==> config.mk <==
export PLATFORM = sky130hd
export DESIGN_NAME = key_pio
export DESIGN_NICKNAME = d
export VERILOG_FILES = /design/src/rtl/computer_pkg.sv /design/src/rtl/key_debounce.sv /design/src/rtl/key_pio.sv
export SDC_FILE = /design/constraint.sdc
export NUM_CORES = 1
export LEC_CHECK = 0
export CAP_MARGIN = 25
export CELL_PAD_IN_SITES_DETAIL_PLACEMENT = 0
export CELL_PAD_IN_SITES_GLOBAL_PLACEMENT = 1
export CORE_ASPECT_RATIO = 0.8
export CORE_MARGIN = 10
export CORE_UTILIZATION = 45
export CTS_CLUSTER_SIZE = 25
export DETAILED_ROUTE_END_ITERATION = 7
export PLACE_DENSITY_LB_ADDON = 0.12
export SYNTH_ARGS = -nofsm -noshare
export SYNTH_HDL_FRONTEND = slang
export SYNTH_HIERARCHICAL = 1
export SYNTH_SLANG_ARGS = --single-unit
==> constraint.sdc <==
create_clock -name CLOCK_50 -period 2.21 [get_ports CLOCK_50]
set_input_delay 0.442 -clock CLOCK_50 [delete_from_list [all_inputs] [get_ports CLOCK_50]]
set_output_delay 0.442 -clock CLOCK_50 [all_outputs]
set_load 0.01 [all_outputs]
==> src/rtl/computer_pkg.sv <==
// Shared constants for the computer's memory-mapped peripherals.
package computer_pkg;

    localparam int unsigned NUM_KEYS = 4;

    localparam logic [1:0] PIO_DATA   = 2'd0;
    localparam logic [1:0] PIO_STATUS = 2'd1;
    localparam logic [1:0] PIO_IRQEN  = 2'd2;

    // STATUS layout: summary bit on top, per-key latches in the low nibble.
    function automatic logic [7:0] pio_status(input logic [NUM_KEYS-1:0] latch);
        return {|latch, 3'b000, latch};
    endfunction

endpackage

==> src/rtl/key_debounce.sv <==
// One push-button: 2-flop synchronizer, stability counter and debounced pressed state.
module key_debounce #(
    parameter int unsigned DEBOUNCE_CYCLES = 500000
) (
    input  logic CLOCK_50,
    input  logic res,
    input  logic key_n,
    output logic pressed,
    output logic press_c
);

    localparam int unsigned CNT_W = (DEBOUNCE_CYCLES > 1) ? $clog2(DEBOUNCE_CYCLES) : 1;
    localparam logic [CNT_W-1:0] CNT_MAX = CNT_W'(DEBOUNCE_CYCLES - 1);

    logic [1:0]       sync;
    logic [CNT_W-1:0] cnt;
    logic             differ_c;
    logic             expire_c;

    // sync[1] is the settled, active-low key level
    always_ff @(posedge CLOCK_50 or negedge res) begin
        if (!res) begin
            sync <= 2'b11;
        end else begin
            sync <= {sync[0], key_n};
        end
    end

    assign differ_c = (~sync[1]) != pressed;
    assign expire_c = differ_c && (cnt == CNT_MAX);
    assign press_c  = expire_c && !pressed;

    // any cycle matching the current state restarts the stability window
    always_ff @(posedge CLOCK_50 or negedge res) begin
        if (!res) begin
            cnt     <= '0;
            pressed <= 1'b0;
        end else begin
            if (!differ_c || expire_c) begin
                cnt <= '0;
            end else begin
                cnt <= cnt + CNT_W'(1);
            end
            if (expire_c) begin
                pressed <= ~pressed;
            end
        end
    end

endmodule

==> src/rtl/key_pio.sv <==
// Four-key parallel input port on the 6502 bus: debounced state, press latches and interrupt.
module key_pio
    import computer_pkg::*;
#(
    parameter logic [15:0] BASE_ADR        = 16'hD010,
    parameter int unsigned DEBOUNCE_CYCLES = 500000
) (
    input  logic                CLOCK_50,
    input  logic                res,
    input  logic                phi,
    input  logic [15:0]         cpu_adr,
    input  logic [7:0]          cpu_dbo,
    input  logic                rw,
    input  logic [NUM_KEYS-1:0] key_n,
    output logic                sel,
    output logic [7:0]          pio_dbo,
    output logic                irq_n,
    output logic [NUM_KEYS-1:0] keys
);

    logic                phi_q;
    logic [NUM_KEYS-1:0] latch;
    logic [NUM_KEYS-1:0] en;
    logic [NUM_KEYS-1:0] press_c;
    logic [NUM_KEYS-1:0] clr_c;
    logic                wr_c;
    logic                unused_c;

    for (genvar g = 0; g < NUM_KEYS; g++) begin : g_key
        key_debounce #(
            .DEBOUNCE_CYCLES(DEBOUNCE_CYCLES)
        ) u_debounce (
            .CLOCK_50(CLOCK_50),
            .res     (res),
            .key_n   (key_n[g]),
            .pressed (keys[g]),
            .press_c (press_c[g])
        );
    end

    assign sel      = cpu_adr[15:2] == BASE_ADR[15:2];
    assign unused_c = ^cpu_dbo[7:NUM_KEYS];

    // writes take effect once per CPU cycle, on the phi falling edge
    assign wr_c  = phi_q && !phi && sel && !rw;
    assign clr_c = (wr_c && (cpu_adr[1:0] == PIO_STATUS)) ? cpu_dbo[NUM_KEYS-1:0] : '0;

    // zero-wait-state read mux
    always_comb begin
        pio_dbo = 8'h00;
        if (sel && rw) begin
            case (cpu_adr[1:0])
                PIO_DATA:   pio_dbo = {4'b0000, keys};
                PIO_STATUS: pio_dbo = pio_status(latch);
                PIO_IRQEN:  pio_dbo = {4'b0000, en};
                default:    pio_dbo = 8'h00;
            endcase
        end
    end

    // a press landing on the same cycle as its W1C keeps the latch set
    always_ff @(posedge CLOCK_50 or negedge res) begin
        if (!res) begin
            phi_q <= 1'b0;
            latch <= '0;
            en    <= '0;
            irq_n <= 1'b1;
        end else begin
            phi_q <= phi;
            latch <= (latch & ~clr_c) | press_c;
            if (wr_c && (cpu_adr[1:0] == PIO_IRQEN)) begin
                en <= cpu_dbo[NUM_KEYS-1:0];
            end
            irq_n <= ~|(latch & en);
        end
    end

endmodule

== Word level (Yosys, flattened, before mapping) ==
Cells that the tools add are included.
Word-level totals
  flip-flop bits (word level): 98
  input port bits: 32
Cells by class
  add/sub/neg operators: 4
  equal/unequal tests: 11
  muxes and demuxes: 7
  bitwise operators: 12
  reductions and logical operators: 32
Operators with widths (count)
  adder 19 x 1 -> 19 bit, second input constant: 4
  equality test 19 bit, second input constant: 4
  2-to-1 mux 19 bit: 4
  one-hot mux 8 bit (3 select lines): 1
  equality test 14 bit, second input constant: 1
  logical AND 1 bit: 14
  zero test 1 bit: 11
  AND 4 bit: 2
  2-to-1 mux 8 bit: 1
  NOT 1 bit: 8
  OR reduction 4 bit: 2
  logical OR 1 bit: 4
  2-to-1 mux 4 bit: 1
  inequality test 1 bit: 4
  NOT 4 bit: 1
  bitwise OR 4 bit: 1
  equality test 2 x 1 -> 1 bit, second input constant: 1
  equality test 2 bit, second input constant: 1
  zero test 2 bit: 1

== Depth between registers and ports, before layout ==
Gate-level depths: netlist of run 1.
  depth after elaboration: 9
  mapped depth: 6
  gate-level depth less buffers: 5

== Modules after synthesis ==
The synthesis of run 1 kept the hierarchy.
Modules (own cells, without submodules)
  key_debounce at g_key[0].u_debounce ...: instances 3, cells each 107, area each 1093.5 µm²
  key_debounce at g_key[1].u_debounce: instances 1, cells each 108, area each 1097.3 µm²
  key_pio: instances 1, cells each 59, area each 619.3 µm²

== Worst setup path after synthesis of run 1 ==
Ideal clock, no wire load.
  kind: input -> output
  start point: input port cpu_adr[9]
  end point: output port pio_dbo[0]
  arrival: 1.631 ns
  path slack: 0.137 ns
  stages on the path: 4
  path buffers: 0
  cells stage by stage: or4_4 > nor4_4 > nand3_1 > nor2_1
Between the ends
  longest elaborated chain between the ends: 3
Ends and longest elaborated chain
  from (decl): RTL line key_pio.sv:11  | input logic [15:0] cpu_adr,
  equality test 14 bit: RTL line key_pio.sv:41  | assign sel = cpu_adr[15:2] == BASE_ADR[15:2];
  logical AND 1 bit: RTL line key_pio.sv:51  | if (sel && rw) begin
  2-to-1 mux 8 bit: RTL line key_pio.sv:51
  to (decl): RTL line key_pio.sv:16  | output logic [7:0] pio_dbo,
Every way passes these cells.

== Final worst setup path of run 1 ==
  start point: input port cpu_adr[11]
  end point: output port pio_dbo[2]
Same word-level chain as after synthesis.

==> results of run 1 <==
## worst paths after layout
check	start	endpoint	slack, ns	depth (start not counted)
worst max-delay path	cpu_adr[11]	pio_dbo[2]	-0.07	7
worst min-delay path	res	g_key[1].u_debounce/cnt[9]	0.02	1
worst max register to register	g_key[2].u_debounce/cnt[0]	g_key[2].u_debounce/cnt[16]	0.22	5
worst min register to register	g_key[1].u_debounce/sync[0]	g_key[1].u_debounce/sync[1]	0.36	0
max in group asynchronous	res	g_key[3].u_debounce/sync[0]	1.52	2
min in group CLOCK_50	g_key[1].u_debounce/sync[0]	g_key[1].u_debounce/sync[1]	0.36	0
## cell families (layout without fill, tap and decap cells)
logic type	Yosys count	in the layout	synth area share [%]
simple gates	240	240	27.7
flops	98	98	49.3
compound gates	60	60	7.61
xor+xnor	53	53	9.29
buf+inv	24	87	3.03
mux	8	8	2.00
fa+ha+maj	4	4	1.00
other cells	1	3	0.0750
## what timing repair did
item | 4_1_cts | 5_1_grt
buffers inserted | 2 | 2
endpoints found under the hold margin | 0 | 0
hold buffers | 0 | 0
gates resized for setup | 46 | 18
endpoints found under the setup margin | 6 | 6
pin swaps | 8 | 6
## synth_stat cells, types with 5 or more instances
library cell | n | area (sq um)
nand4b_1 | 5 | 43.8
o21ai_0 | 15 | 75.1
or3_1 | 11 | 68.8
nor4_1 | 13 | 81.3
and4_2 | 6 | 60.1
nor3_1 | 10 | 50.1
buf_6 | 5 | 56.3
xor2_1 | 26 | 228
a21oi_1 | 18 | 90.1
nand2_1 | 23 | 86.3
dfrtp_1 | 89 | 2230
buf_4 | 6 | 45.0
o31ai_1 | 7 | 52.6
nand3_1 | 26 | 130
nor2_1 | 75 | 282
inv_1 | 10 | 37.5
dfstp_2 | 9 | 236
nand4_1 | 24 | 150
xnor2_1 | 27 | 236
and3_1 | 15 | 93.8
or4_4 | 6 | 67.6
## per-stage QoR
step / instances / hold slack [ns]
after CTS: 696 / 0.0180
after floorplan: 490 / 0.146
after global placement: 679 / 0.347
final: 697 / 0.0170
after detailed placement: 679 / 0.347
after global routing: 697 / 0.0335
## power groups by stage
stage | registers [mW] | logic (mW) | clock network (mW)
2_1_floorplan | 1.88 | 0.0710 | 0
3_3_place_gp | 1.88 | 0.184 | 0
3_5_place_dp | 1.88 | 0.188 | 0
4_1_cts | 1.85 | 0.187 | 1.49
5_1_grt | 1.85 | 0.204 | 1.55
6_report | 1.85 | 0.182 | 1.42
## critical path, stage by stage
cell and delay, ns:
buf_6 0.09, or4_4 0.54, nor4_4 0.20, nand3_2 0.17, buf_4 0.17, nor2_4 0.11
buf_6 0.11
## state kept, by name, summed over array words and instances (netlist names)
name / count
g_key.u_debounce/cnt: 76
latch: 4
irq_n: 1
g_key.u_debounce/pressed: 4
g_key.u_debounce/sync: 8
phi_q: 1
en: 4
## metal layers
metal,GRT usage (%),vias to the layer above,part of all wire (%)
met3,3.95,10,4.1
met4,3.54,0,1.1
met1,20.1,1847,48
met5,0,-,0
li1,-,1880,-
met2,23.3,58,47
## layout make-up
cell class / count / area [sq um] / share of cell area (%)
Sequential cell: 98 / 2460 / 41.2
Multi-Input combinational cell: 368 / 2440 / 40.9
Timing Repair Buffer: 61 / 586 / 9.80
Clock buffer: 13 / 250 / 4.19
Tap cell: 144 / 180 / 3.01
Inverter: 10 / 37.5 / 0.628
Clock inverter: 3 / 15.0 / 0.251
==> flow_metrics.tcl, run 1 <==
set metrics [dict create \
    status "finished, violations left" \
    violations "negative setup slack" \
    vias 3795 \
    cp_max_fo 3 \
    core_sq_mm 0.0108 \
    async_reset_ff_share_pct 100 \
    grt-ovfl-total 0 \
    synth_cells 488 \
    fmax_mhz 438 \
    yosysSeqAreaShare_pct 49.3 \
    drt_iter0_markers 225 \
    antenna_cells 0 \
    p_seq_share_pct 53.6 \
    cts_tree "done" \
    tns_ns -0.183 \
    grt_pass1_wl_microns 19000 \
    layout_common_cells "89 x dfrtp_1, 70 x nor2_1, 27 x xnor2_1, 26 x xor2_1, 25 x nand3_1" \
    cts.sinks 98 \
    firstDrtPassIters 4 \
    hold_violations 0 \
    clk_path_buf_depth 2 \
    start_kind "input port" \
    setup_viol 5 \
    synthesis.area_sq_mm 0.00500 \
    swShare_pct 22.0 \
    crit_required_ns 1.77 \
    portBuffers 38 \
    numCtsBuffers 9 \
    htreeDepth 3 \
    dpl.hpwl_microns 8030 \
    drive_above_1_share_pct 18.1 \
    die-area_sq_mm 0.0157 \
    ant_nets 0 \
    power_mw 3.46 \
    maxCapViolCount 0 \
    route.final.wire_length_microns 11000 \
    hp-class "input port to asynchronous set/reset pin" \
    die_x_microns 138 \
    fin_crit_ns 2.28 \
    setup_slack_ns -0.0708 \
    fp-row-count 34 \
    finish.utilization_pct 55.1 \
    slew_headroom_pct 56.7 \
    pin_count 46 \
    wl_per_cell_microns 15.7 \
    ys_ff_latch 98 \
    initial_core_util_pct 46.1 \
    comb_power_share_pct 5.3 \
    p_leak_nw 2.48 \
    place_ws_ns -0.932 \
    critPathKind "input port to output pin" \
    finalCritPeriodShare_pct 103 \
    vdd_drop_max_mv 0.345 \
    grt_setup_unrepaired "yes" \
    layout.nets 584 \
    cp.arrival_ns 1.84 \
    power.internal_mw 2.70 \
    synth_warnings 6 \
    tightestPinTransition_ns 0.642 \
    die_h_microns 114 \
    grt_pass1_vias 3848 \
    crit_path_end_kind "output pin" \
    grt_start_max_net_pins 51 \
    root_buffer "clkbuf_16" \
    final_cell_area_sq_mm 0.00598 \
    viasPerCell 5.44 \
    clkPwrFrac_pct 41.2 \
    area_growth_pct 19.6 \
    fillerInstances 997 \
    route.detailed.drc 0 \
    synth_cell_type_count 51 \
    fin_skew_ns 0.00440 \
    gp_congestion 0.784 \
    cellPowerDensity_mw_per_mm2 578 \
    slew_violations 0 \
    track_usage_pct 14.9 \
    cts.clk_slew.worst_paths_ns 0.06 \
    switchingPower_mw 0.759 \
    worstSkewPairLatency_ns 0.34 \
    placed_area_sq_mm 0.00562 \
    synth_area_per_cell_sq_um 10.2 \
    antenna_found_initial 0 \
    synth_edf_count 0 \
    synthFlopType "dfrtp_1" \
    final_common_cell "dfrtp_1" \
]
No activity file was read; power rests on OpenSTA's default activity.
==> run 2, diff against run 1 <==
--- a/config.mk
+++ b/config.mk
@@ -5,6 +5,7 @@
 export SDC_FILE = /design/constraint.sdc
 export NUM_CORES = 1
 export LEC_CHECK = 0
+export ABC_AREA = 0
 export CAP_MARGIN = 25
 export CELL_PAD_IN_SITES_DETAIL_PLACEMENT = 0
 export CELL_PAD_IN_SITES_GLOBAL_PLACEMENT = 1
@@ -14,6 +15,7 @@
 export CTS_CLUSTER_SIZE = 25
 export DETAILED_ROUTE_END_ITERATION = 7
 export PLACE_DENSITY_LB_ADDON = 0.12
+export SLEW_MARGIN = 25
 export SYNTH_ARGS = -nofsm -noshare
 export SYNTH_HDL_FRONTEND = slang
 export SYNTH_HIERARCHICAL = 1
==> results of run 2 <==
Final layout, timing and power as in run 1 (identical DEF).
